`src/rtl/piso_pkg.sv`:
```
// Shared types and helpers for the PISO serializer.
// Holds the FSM state encoding, the frame-length function and the default idle level.
package piso_pkg;

    typedef enum logic {
        PISO_IDLE  = 1'b0,
        PISO_SHIFT = 1'b1
    } piso_state_e;

    localparam logic PISO_IDLE_LVL_DEF = 1'b0;

    // A frame has one extra slot when the parity bit is appended.
    function automatic int piso_flen(input int width, input bit parity_en);
        return parity_en ? width + 1 : width;
    endfunction

endpackage

```
`src/rtl/piso_bit_cnt.sv`:
```
// Loadable down-counter with a terminal flag.
// It saturates at zero, so a decrement request at zero is ignored.
module piso_bit_cnt #(
    parameter int CNT_W = 3
) (
    input  logic             clk,
    input  logic             rst_n,
    input  logic             load,
    input  logic [CNT_W-1:0] load_val,
    input  logic             dec,
    output logic [CNT_W-1:0] cnt,
    output logic             last
);

    logic [CNT_W-1:0] cnt_q;
    logic [CNT_W-1:0] cnt_d;

    always_comb begin
        cnt_d = cnt_q;
        if (load) begin
            cnt_d = load_val;
        end else if (dec && (cnt_q != '0)) begin
            cnt_d = cnt_q - 1'b1;
        end
    end

    always_ff @(posedge clk or negedge rst_n) begin
        if (!rst_n) begin
            cnt_q <= '0;
        end else begin
            cnt_q <= cnt_d;
        end
    end

    assign cnt  = cnt_q;
    assign last = (cnt_q == '0);

endmodule

```
`src/rtl/piso_shift_serializer.sv`:
```
// Parallel-in/serial-out serializer with a valid/ready load and a per-word bit order.
// Define PISO_PARITY_EN to append an even-parity bit after each word.
module piso_shift_serializer
    import piso_pkg::*;
#(
    parameter int   WIDTH    = 8,
    parameter logic IDLE_LVL = PISO_IDLE_LVL_DEF
) (
    input  logic             clk,
    input  logic             rst_n,
    input  logic             load_valid,
    output logic             load_ready,
    input  logic [WIDTH-1:0] load_data,
    input  logic             msb_first,
    input  logic             shift_en,
    output logic             sout,
    output logic             sout_valid,
    output logic             busy,
    output logic             done
);

`ifdef PISO_PARITY_EN
    localparam bit PARITY_EN = 1'b1;
`else
    localparam bit PARITY_EN = 1'b0;
`endif

    localparam int FLEN  = piso_flen(WIDTH, PARITY_EN);
    localparam int CNT_W = $clog2(FLEN);
    localparam int SR_W  = FLEN;

    piso_state_e      state_q, state_d;
    logic [SR_W-1:0]  sr_q, sr_d;
    logic             order_q, order_d;
    logic             sout_q, sout_d;
    logic             sout_valid_q, sout_valid_d;
    logic             busy_q, busy_d;

    logic [CNT_W-1:0] cnt;
    logic             cnt_last;
    logic             in_shift;
    logic             adv;
    logic             fin;
    logic             ready_c;
    logic             accept;

`ifdef PISO_PARITY_EN
    // The parity bit sits at the tail end so it leaves after the last data bit.
    function automatic logic [SR_W-1:0] frame_word(input logic [WIDTH-1:0] d, input logic msb);
        return msb ? {d, ^d} : {^d, d};
    endfunction
`endif

    piso_bit_cnt #(
        .CNT_W(CNT_W)
    ) u_bit_cnt (
        .clk     (clk),
        .rst_n   (rst_n),
        .load    (accept),
        .load_val(CNT_W'(FLEN - 1)),
        .dec     (adv),
        .cnt     (cnt),
        .last    (cnt_last)
    );

    always_comb begin
        in_shift = (state_q == PISO_SHIFT);
        adv      = in_shift && shift_en && (cnt != '0);
        fin      = in_shift && shift_en && cnt_last;
        ready_c  = !in_shift || fin;
        accept   = load_valid && ready_c;

        state_d = state_q;
        sr_d    = sr_q;
        order_d = order_q;

        if (accept) begin
            state_d = PISO_SHIFT;
            order_d = msb_first;
`ifdef PISO_PARITY_EN
            sr_d = frame_word(load_data, msb_first);
`else
            sr_d = load_data;
`endif
        end else if (fin) begin
            state_d = PISO_IDLE;
        end else if (adv) begin
            sr_d = order_q ? (sr_q << 1) : (sr_q >> 1);
        end

        // Outputs are registered from next-state values so they line up with the state.
        sout_valid_d = (state_d == PISO_SHIFT);
        busy_d       = (state_d == PISO_SHIFT);
        sout_d       = IDLE_LVL;
        if (state_d == PISO_SHIFT) begin
            sout_d = order_d ? sr_d[SR_W-1] : sr_d[0];
        end
    end

    always_ff @(posedge clk or negedge rst_n) begin
        if (!rst_n) begin
            state_q      <= PISO_IDLE;
            sr_q         <= '0;
            order_q      <= 1'b1;
            sout_q       <= IDLE_LVL;
            sout_valid_q <= 1'b0;
            busy_q       <= 1'b0;
        end else begin
            state_q      <= state_d;
            sr_q         <= sr_d;
            order_q      <= order_d;
            sout_q       <= sout_d;
            sout_valid_q <= sout_valid_d;
            busy_q       <= busy_d;
        end
    end

    assign load_ready = ready_c;
    assign done       = fin;
    assign sout       = sout_q;
    assign sout_valid = sout_valid_q;
    assign busy       = busy_q;

endmodule

```
`config.mk`:
```
export PLATFORM = sky130hd
export DESIGN_NAME = piso_shift_serializer
export DESIGN_NICKNAME = d
export VERILOG_FILES = /design/src/rtl/piso_pkg.sv /design/src/rtl/piso_bit_cnt.sv /design/src/rtl/piso_shift_serializer.sv
export SDC_FILE = /design/constraint.sdc
export NUM_CORES = 1
export LEC_CHECK = 0
export ABC_AREA = 1
export ABC_CLOCK_PERIOD_IN_PS = 2029
export CORE_MARGIN = 1.5
export CORE_UTILIZATION = 40
export DETAILED_ROUTE_END_ITERATION = 7
export DONT_BUFFER_PORTS = 1
export PLACE_DENSITY_LB_ADDON = 0.1
export SYNTH_ARGS = -nofsm -noshare
export SYNTH_HDL_FRONTEND = slang
export SYNTH_HIERARCHICAL = 1
export SYNTH_SLANG_ARGS = --single-unit
```
`constraint.sdc`:
```
create_clock -name clk -period 2.03 [get_ports clk]
set_input_delay 0.203 -clock clk [delete_from_list [all_inputs] [get_ports clk]]
set_output_delay 0.203 -clock clk [all_outputs]
set_load 0.05 [all_outputs]
```
# --- Yosys cells after proc, flatten, opt, wreduce, memory -nomap -nowiden ---
# Cells that the tools add are included.
totals:
  regBits: 14
op_classes:
  addsub: 1
  n_eq_ne: 1
  muxes: 11
  reduce_logical: 12
op_table:
  columns: ["operator", "count"]
  rows:
  - ["$mux W8", 4]
  - ["$mux W3", 2]
  - ["$logic_and A1 B1 Y1", 5]
  - ["$mux W1", 5]
  - ["$reduce_bool A2 Y1", 2]
  - ["$logic_not A3 Y1", 1]
  - ["$reduce_bool A3 Y1", 1]
  - ["$sub A3 B1 Y3 const B", 1]
  - ["$ne A2 B1 Y1 const B", 1]
  - ["$reduce_and A2 Y1", 1]
  - ["$logic_not A1 Y1", 1]
  - ["$logic_or A1 B1 Y1", 1]

# --- Depth between registers and ports, before layout ---
# Gate-level depths: netlist of run 1.
logic_depth:
  ltp_word: 7
  ltp_mapped: 11

# --- Modules after synthesis ---
# The synthesis of run 1 kept the hierarchy.
by_module_without_submodules:
  columns: ["mod", "n_inst", "cells_per_inst", "area_each_um2"]
  rows:
  - ["piso_shift_serializer", 1, 83, 644.4]
  - ["piso_bit_cnt", 1, 27, 192.7]

# --- Least setup slack after synthesis of run 1 ---
# No wires, ideal clock.
synth_timing:
  path_kind: "register to register"
  start: "register u_bit_cnt.cnt_q[0] (netlist: u_bit_cnt/cnt[0])"
  end: "register sout_q (netlist: sout)"
  setup_time_ns: 0.117
  arrival_ns: 1.638
  t_required_ns: 1.913
  slack_ns: 0.275
  path_stages_with_launch: 12
  n_path_buf: 0
  cell_sequence: "dfrtp_1 inv_1 ha_1 ha_1 nand3_2 nand2_2 nand2_4 clkinv_4 nand2_2 nand3_2 nor2_1 nor2_1"
synth_via:
  elab_chain_cells: 7
synth_lines:
  columns: ["item", "line_no", "rtl"]
  rows:
  - ["start: declaration", "piso_bit_cnt.sv:15", "logic [CNT_W-1:0] cnt_q;"]
  - ["start signal: assignment", "piso_bit_cnt.sv:31", "cnt_q <= cnt_d;"]
  - ["$logic_not A3 Y1", "piso_bit_cnt.sv:36", "assign last = (cnt_q == '0);"]
  - ["named net cnt_last", "piso_shift_serializer.sv:40", "logic cnt_last;"]
  - ["$logic_and A1 B1 Y1", "piso_shift_serializer.sv:69", "fin = in_shift && shift_en && cnt_last;"]
  - ["$logic_or A1 B1 Y1", "piso_shift_serializer.sv:70", "ready_c = !in_shift || fin;"]
  - ["named net load_ready", "piso_shift_serializer.sv:12", "output logic load_ready,"]
  - ["$logic_and A1 B1 Y1", "piso_shift_serializer.sv:71", "accept = load_valid && ready_c;"]
  - ["named net accept", "piso_shift_serializer.sv:45", "logic accept;"]
  - ["$mux W8", "piso_shift_serializer.sv:77", "if (accept) begin"]
  - ["named net sr_d[0]", "piso_shift_serializer.sv:33", "logic [SR_W-1:0] sr_q, sr_d;"]
  - ["$mux W1", "piso_shift_serializer.sv:96", "sout_d = order_d ? sr_d[SR_W-1] : sr_d[0];"]
  - ["$mux W1", "piso_shift_serializer.sv:95", "if (state_d == PISO_SHIFT) begin"]
  - ["named net sout_d", "piso_shift_serializer.sv:35", "logic sout_q, sout_d;"]
  - ["end signal: assignment", "piso_shift_serializer.sv:112", "sout_q <= sout_d;"]
  - ["end: declaration", "piso_shift_serializer.sv:35", null]
# The timed path passes the listed nets, and every way through them passes these cells. The select of a mux whose other input is x is not followed.
# A chain may end at the register's enable or synchronous reset.

# --- Worst setup path after layout of run 1 ---
layout_timing:
  start: "register u_bit_cnt.cnt_q[1] (netlist: u_bit_cnt/cnt[1])"
  end: "output port done"
layout_via:
  elab_chain_cells: 2
layout_lines:
  columns: ["item", "line_no", "rtl"]
  rows:
  - ["$logic_not A3 Y1", "piso_bit_cnt.sv:36", null]
  - ["named net cnt_last", "piso_shift_serializer.sv:40", null]
  - ["$logic_and A1 B1 Y1", "piso_shift_serializer.sv:69", null]
  - ["end: declaration", "piso_shift_serializer.sv:19", "output logic done"]
# The timed path passes the listed nets, and every way through them passes these cells.

==> qor.txt, run 1 <==
Status = complete, no violations
Gpl congestion = 0.791
Avg Synthesized Cell Area = 7.61 um2
Static leakage = 0.476 nW
Worst R2R Setup Slack = 360 ps
Commonest cells after routing, fill and taps aside = 34 x nand2_1, 15 x inv_1, 13 x dfrtp_1, 9 x o21ai_0, 8 x nand3_1
Reg clk slew, reported paths = 90 ps
RR Endpoint = sout
PwrDens = 1650 nW/um2
I/O Pins = 18
First-pass DRT Iterations = 4
Met3 Use GR = 6.48%
Layout cells sized above 1 = 17.1%
GRT overflow = 0
Global-route wire length before repair = 2850 um
Via density = 4.82
CP startpoint kind = flip-flop
CP cell instances = inv_1 > ha_1 > ha_1 > nand3_2 > inv_1
IO Port Bufs = 0
Htree depth = 1
CTS tree = built
CP Data Required Time = 1830 ps
Slew HR = 54.8%
Number of synthesized register bits = 14
Crit Path Class = reg -> out
Nets = 133
Final setup viols = 0
Core Rows = 16
GRT Overall Usage = 16.1%
Inserted Diodes = 0
DRT iter0 DRCs = 26
Max cap viols = 0
Worst IR Drop VDD = 0.836 mV
RR Startpoint = u_bit_cnt/cnt[0]
Post-synthesis cell area = 837 um2
Largest net degree at the start of global routing = 16
Core Util, Final = 47.3%
Slowest-stage cell, CP = dfrtp_1
CP Max Fanout = 3
Vias in the first global route = 637
Slew Viols, Final = 0
Fin crit share = 85.0%
Worst skew pair latency = 280 ps
Worst Max-Slew Pin Slew = 676 ps
WL final = 1680 um
Clock Tree Buf Depth = 2
Setup TNS = 0 ps
Netlist cell types = 20
WHS Path Cells = 2
Yosys Warn Count = 6
WL/cell = 11.6 um
Hold path endpoint = busy
Seq/Total Area, Yosys = 42.0%
DR vias = 694
Worst min path class = in -> reg
Peak per-stage delay on the critical path = 420 ps
HP Start = load_valid
Routed Antenna Nets = 0
DRC = 0
Setup Skew = 4.46 ps
CP endpoint kind = output port
Core area = 1960 um2
Die Height = 48.7 um
CP startpoint = u_bit_cnt/cnt[1]
Die X = 48.7 um
Synthesis-to-finish area growth = 10.8%
GRT met2 Usage = 23.5%
RSZ-0062 raised after global routing = no
Worst r2r path cells = 11
Most common cell after layout, fill and taps aside = nand2_1
Initial antenna violation count = 0
Placed wire-length estimate = 1250 um
Peak Freq = 580 MHz
Mapped Cells = 110
Die area = 2380 um2
GR peak layer = met2
CP arrival = 1520 ps
Crit path time final = 1720 ps
Clock Sinks = 14
GRT met1 Usage = 21.9%
Starting Density = 42.7%
CTS Root Cell = clkbuf_4
Final hold vios = 0
Cts bufs inserted = 3
==> layout make-up <==
class / count / area (um2)
fill: 219 / 1030
tap: 27 / 33.8
timing repair buffer: 3 / 25.0
clock buffer: 4 / 36.3
inverter: 19 / 76.3
sequential: 14 / 352
multi-input combinational: 77 / 404
==> flip-flops by register name (all words and copies together), names as in the netlist <==
signal         flops
busy               1
order_q            1
sout               1
sr_q               8
u_bit_cnt/cnt      3
==> cell families (layout without fill, tap and decap cells) <==
logic type               count (synthesis)  after routing  synth area share (%)
AND/OR/NAND/NOR                         57             57                  32.9
buffers and inverters                   21             26                  10.6
AO/OA/AOI/OAI                           15             15                  11.1
flip-flops                              14             14                  42.0
adder cells (fa/ha/maj)                  2              2                  2.99
other                                    1              3                 0.448
==> cell usage after synthesis <==
library cell | instances | area (um2)
buf_2 | 1 | 5.00
buf_4 | 1 | 7.51
clkinv_4 | 1 | 8.76
conb_1 | 1 | 3.75
dfrtp_1 | 13 | 325
dfstp_2 | 1 | 26.3
ha_1 | 2 | 25.0
inv_1 | 15 | 56.3
inv_2 | 3 | 11.3
nand2_1 | 34 | 128
nand2_2 | 5 | 31.3
nand2_4 | 1 | 11.3
nand3_1 | 8 | 40.0
nand3_2 | 2 | 20.0
nand3_4 | 1 | 17.5
nand4_1 | 2 | 12.5
nor2_1 | 4 | 15.0
o211ai_1 | 4 | 30.0
o21ai_0 | 9 | 45.0
o221ai_1 | 2 | 17.5
==> routing by layer <==
layer	vias up	wire length (um)
met3	2	121
met1	304	798
li1	366	-
met2	22	742
met4	0	13
met5	-	0
==> power breakdown <==
| part | internal (W) | total [W] | switching, W |
|---|---|---|---|
| clock | 0.000109 | 0.000203 | 0.0000935 |
| sequential | 0.000416 | 0.000556 | 0.000140 |
| combinational | 0.000262 | 0.000769 | 0.000507 |
==> worst max-delay path, delay by kind of cell, from the launching register on <==
family                   cells  cell delay, ps
adder cells (fa/ha/maj)      2             330
buffers and inverters        2             400
flip-flops                   1             420
AND/OR/NAND/NOR              1              90
==> per-stage QoR <==
step,cell area [um2],instances,total power [W],setup slack (ps),hold WS [ps]
after floorplan,845,112,0.00117,275,-92.6
after global placement,881,139,0.00132,405,-92.2
after detailed placement,881,139,0.00133,367,-92.2
after CTS,927,144,0.00155,289,35.7
after global routing,927,144,0.00168,201,32.4
final,927,144,0.00153,305,41.6
==> worst max-delay path by stage <==
stage,to,slack [ps]
6_report,done,310
5_1_grt,load_ready,200
4_1_cts,done,290
3_5_place_dp,sout,370
2_1_floorplan,sout,270
3_3_place_gp,sout,410
==> timing repair <==
| item | CTS | global route |
|---|---|---|
| hold buffers | 1 | 0 |
| endpoints found under the hold margin | 14 | 0 |
| setup buffers | 0 | 0 |
| gates resized for setup | 0 | 0 |
Power figures use the tool's default switching activity.
==> inputs of run 2 (changes only) <==
--- a/config.mk
+++ b/config.mk
@@ -6,7 +6,7 @@
 export NUM_CORES = 1
 export LEC_CHECK = 0
 export ABC_AREA = 1
-export ABC_CLOCK_PERIOD_IN_PS = 2029
+export ABC_CLOCK_PERIOD_IN_PS = 1800
 export CORE_MARGIN = 1.5
 export CORE_UTILIZATION = 40
 export DETAILED_ROUTE_END_ITERATION = 7
==> constraint.sdc (replaced) <==
create_clock -name clk -period 1.8 [get_ports clk]
set_input_delay 0.18 -clock clk [delete_from_list [all_inputs] [get_ports clk]]
set_output_delay 0.18 -clock clk [all_outputs]
set_load 0.05 [all_outputs]
==> qor.txt, run 2 (same netlist as run 1, synthesis figures left out) <==
Status = complete, no violations
Peak per-stage delay on the critical path = 420 ps
Dpl cell area = 901 um2
Clock Sinks = 14
Layout cells sized above 1 = 18.6%
Nets = 134
First-pass DRT Iterations = 4
Setup Skew = 7.87 ps
Worst min path class = in -> reg
Slew Viols, Final = 0
I/O Pins = 18
Crit path time final = 1660 ps
DR vias = 722
WHS Path Cells = 2
Clock Tree Buf Depth = 2
Final setup viols = 0
DRC = 0
Worst R2R Setup Slack = 210 ps
CP startpoint kind = flip-flop
Worst skew pair latency = 280 ps
CP bufs+invs = 2
Worst r2r path cells = 11
CP Data Required Time = 1620 ps
CTS tree = built
Cts bufs inserted = 3
CP cell instances = inv_1 > ha_1 > ha_2 > nand3_2 > nand2_2 > buf_6
Gpl congestion = 0.834
Setup TNS = 0 ps
Filler cell count = 210
CP Max Fanout = 4
Slowest-stage cell, CP = dfrtp_1
Static leakage = 0.485 nW
Crit Path Class = reg -> out
Routed Antenna Nets = 0
Placed wire-length estimate = 1240 um
Via density = 4.98
Htree depth = 1
Final hold vios = 0
Fin crit share = 92.0%
Hold path endpoint = busy
Die area = 2380 um2
GRT Overall Usage = 15.7%
Reg clk slew, reported paths = 90 ps
RR Endpoint = u_bit_cnt/cnt[1]
Inserted Diodes = 0
Die X = 48.7 um
Starting Density = 42.7%
Uppermost layer routed = met4
CTS Root Cell = clkbuf_4
Post-route cell area = 956 um2
CP arrival = 1480 ps
Wl on met1 = 804 um
Core Rows = 16
Max reg flops = 8
Initial antenna violation count = 0
Vias in the first global route = 656
HP Start = load_valid
DRT iter0 DRCs = 15
PwrDens = 1860 nW/um2
Synthesis-to-finish area growth = 14.2%
Core area = 1960 um2
RR Startpoint = u_bit_cnt/cnt[0]
Crit path max-delay family = flip-flops
Most common cell after layout, fill and taps aside = nand2_1
Die Height = 48.7 um
WL final = 1700 um
Slew HR = 54.2%
Largest register by flop count = sr_q
WL/cell = 11.7 um
Worst IR Drop VDD = 1.17 mV
CP endpoint kind = output port
Peak Freq = 604 MHz
GRT overflow = 0
Met3 Routed Length = 116 um
Largest net degree at the start of global routing = 16
Metal2 WL = 764 um
Global-route wire length before repair = 2880 um
RSZ-0062 raised after global routing = no
Commonest cells after routing, fill and taps aside = 34 x nand2_1, 15 x inv_1, 13 x dfrtp_1, 9 x o21ai_0, 8 x nand3_1
IO Port Bufs = 0
Worst Max-Slew Pin Slew = 685 ps
Post CTS Setup Buffer Count = 0
Max cap viols = 0
[run 2: changes by cell type in the layout (fill, tap and decap cells not counted), sizes merged]
cell | before | now
buf | 2 | 3
clkinv | 1 | 0
inv | 18 | 19
[run 2: repair_timing]
item                       4_1_cts  5_1_grt
setup endpoints to repair        0        5
hold endpoints to repair        14        0
hold buffers                     1        0
gates resized for setup          0        3
[run 2: report_power, final]
group	internal (W)	switching (W)	total, W
sequential	0.000470	0.000157	0.000627
clock	0.000123	0.000105	0.000228
combinational	0.000336	0.000591	0.000927
[run 2: worst max-delay path by stage]
stage	from	endpoint	slack (ps)	cells after the start
after CTS	u_bit_cnt/cnt[0]	load_ready	90	6
after global placement	u_bit_cnt/cnt[0]	sout	170	11
final	u_bit_cnt/cnt[0]	load_ready	140	6
after floorplan	u_bit_cnt/cnt[0]	sout	40	11
after detailed placement	u_bit_cnt/cnt[0]	sout	120	11
after global routing	u_bit_cnt/cnt[0]	sout	10	11
[run 2: worst reg2reg max path: stages (launching register included)]
cell and delay (ps):
dfrtp_1 400, inv_1 60, ha_1 190, ha_2 190, nand3_2 70, nand2_2 90
nand2_4 130, inv_8 70, inv_2 80, nand2_2 70, nand2_1 70, nand2_1 60
[run 2: final cells by class]
cell class | count | area (um2) | share of cell area, %
inverters | 19 | 78.8 | 8.25
repair buffers | 4 | 48.8 | 5.10
flip-flops and latches | 14 | 352 | 36.8
well taps | 27 | 33.8 | 3.53
clock buffers | 4 | 36.3 | 3.80
multi-input cells | 77 | 407 | 42.5
[run 2: stage by stage]
| step | std cells | hold slack (ps) | setup slack (ps) | power [W] | util (%) |
|---|---|---|---|---|---|
| global route | 145 | 9.27 | 12.6 | 0.00195 | 48.7 |
| floorplan | 112 | -116 | 44.9 | 0.00132 | - |
| CTS | 145 | 21.6 | 89.4 | 0.00177 | 48.3 |
| global placement | 140 | -115 | 171 | 0.00152 | 45.9 |
| detailed placement | 140 | -115 | 122 | 0.00153 | 45.9 |
| finish | 145 | 22.0 | 144 | 0.00178 | 48.7 |
[run 2: per-layer routing]
metal / up-vias / track usage, %
met2: 19 / 23.1
met5: - / 0
li1: 366 / -
met1: 335 / 21.2
met4: 0 / 7.14
met3: 2 / 4.94
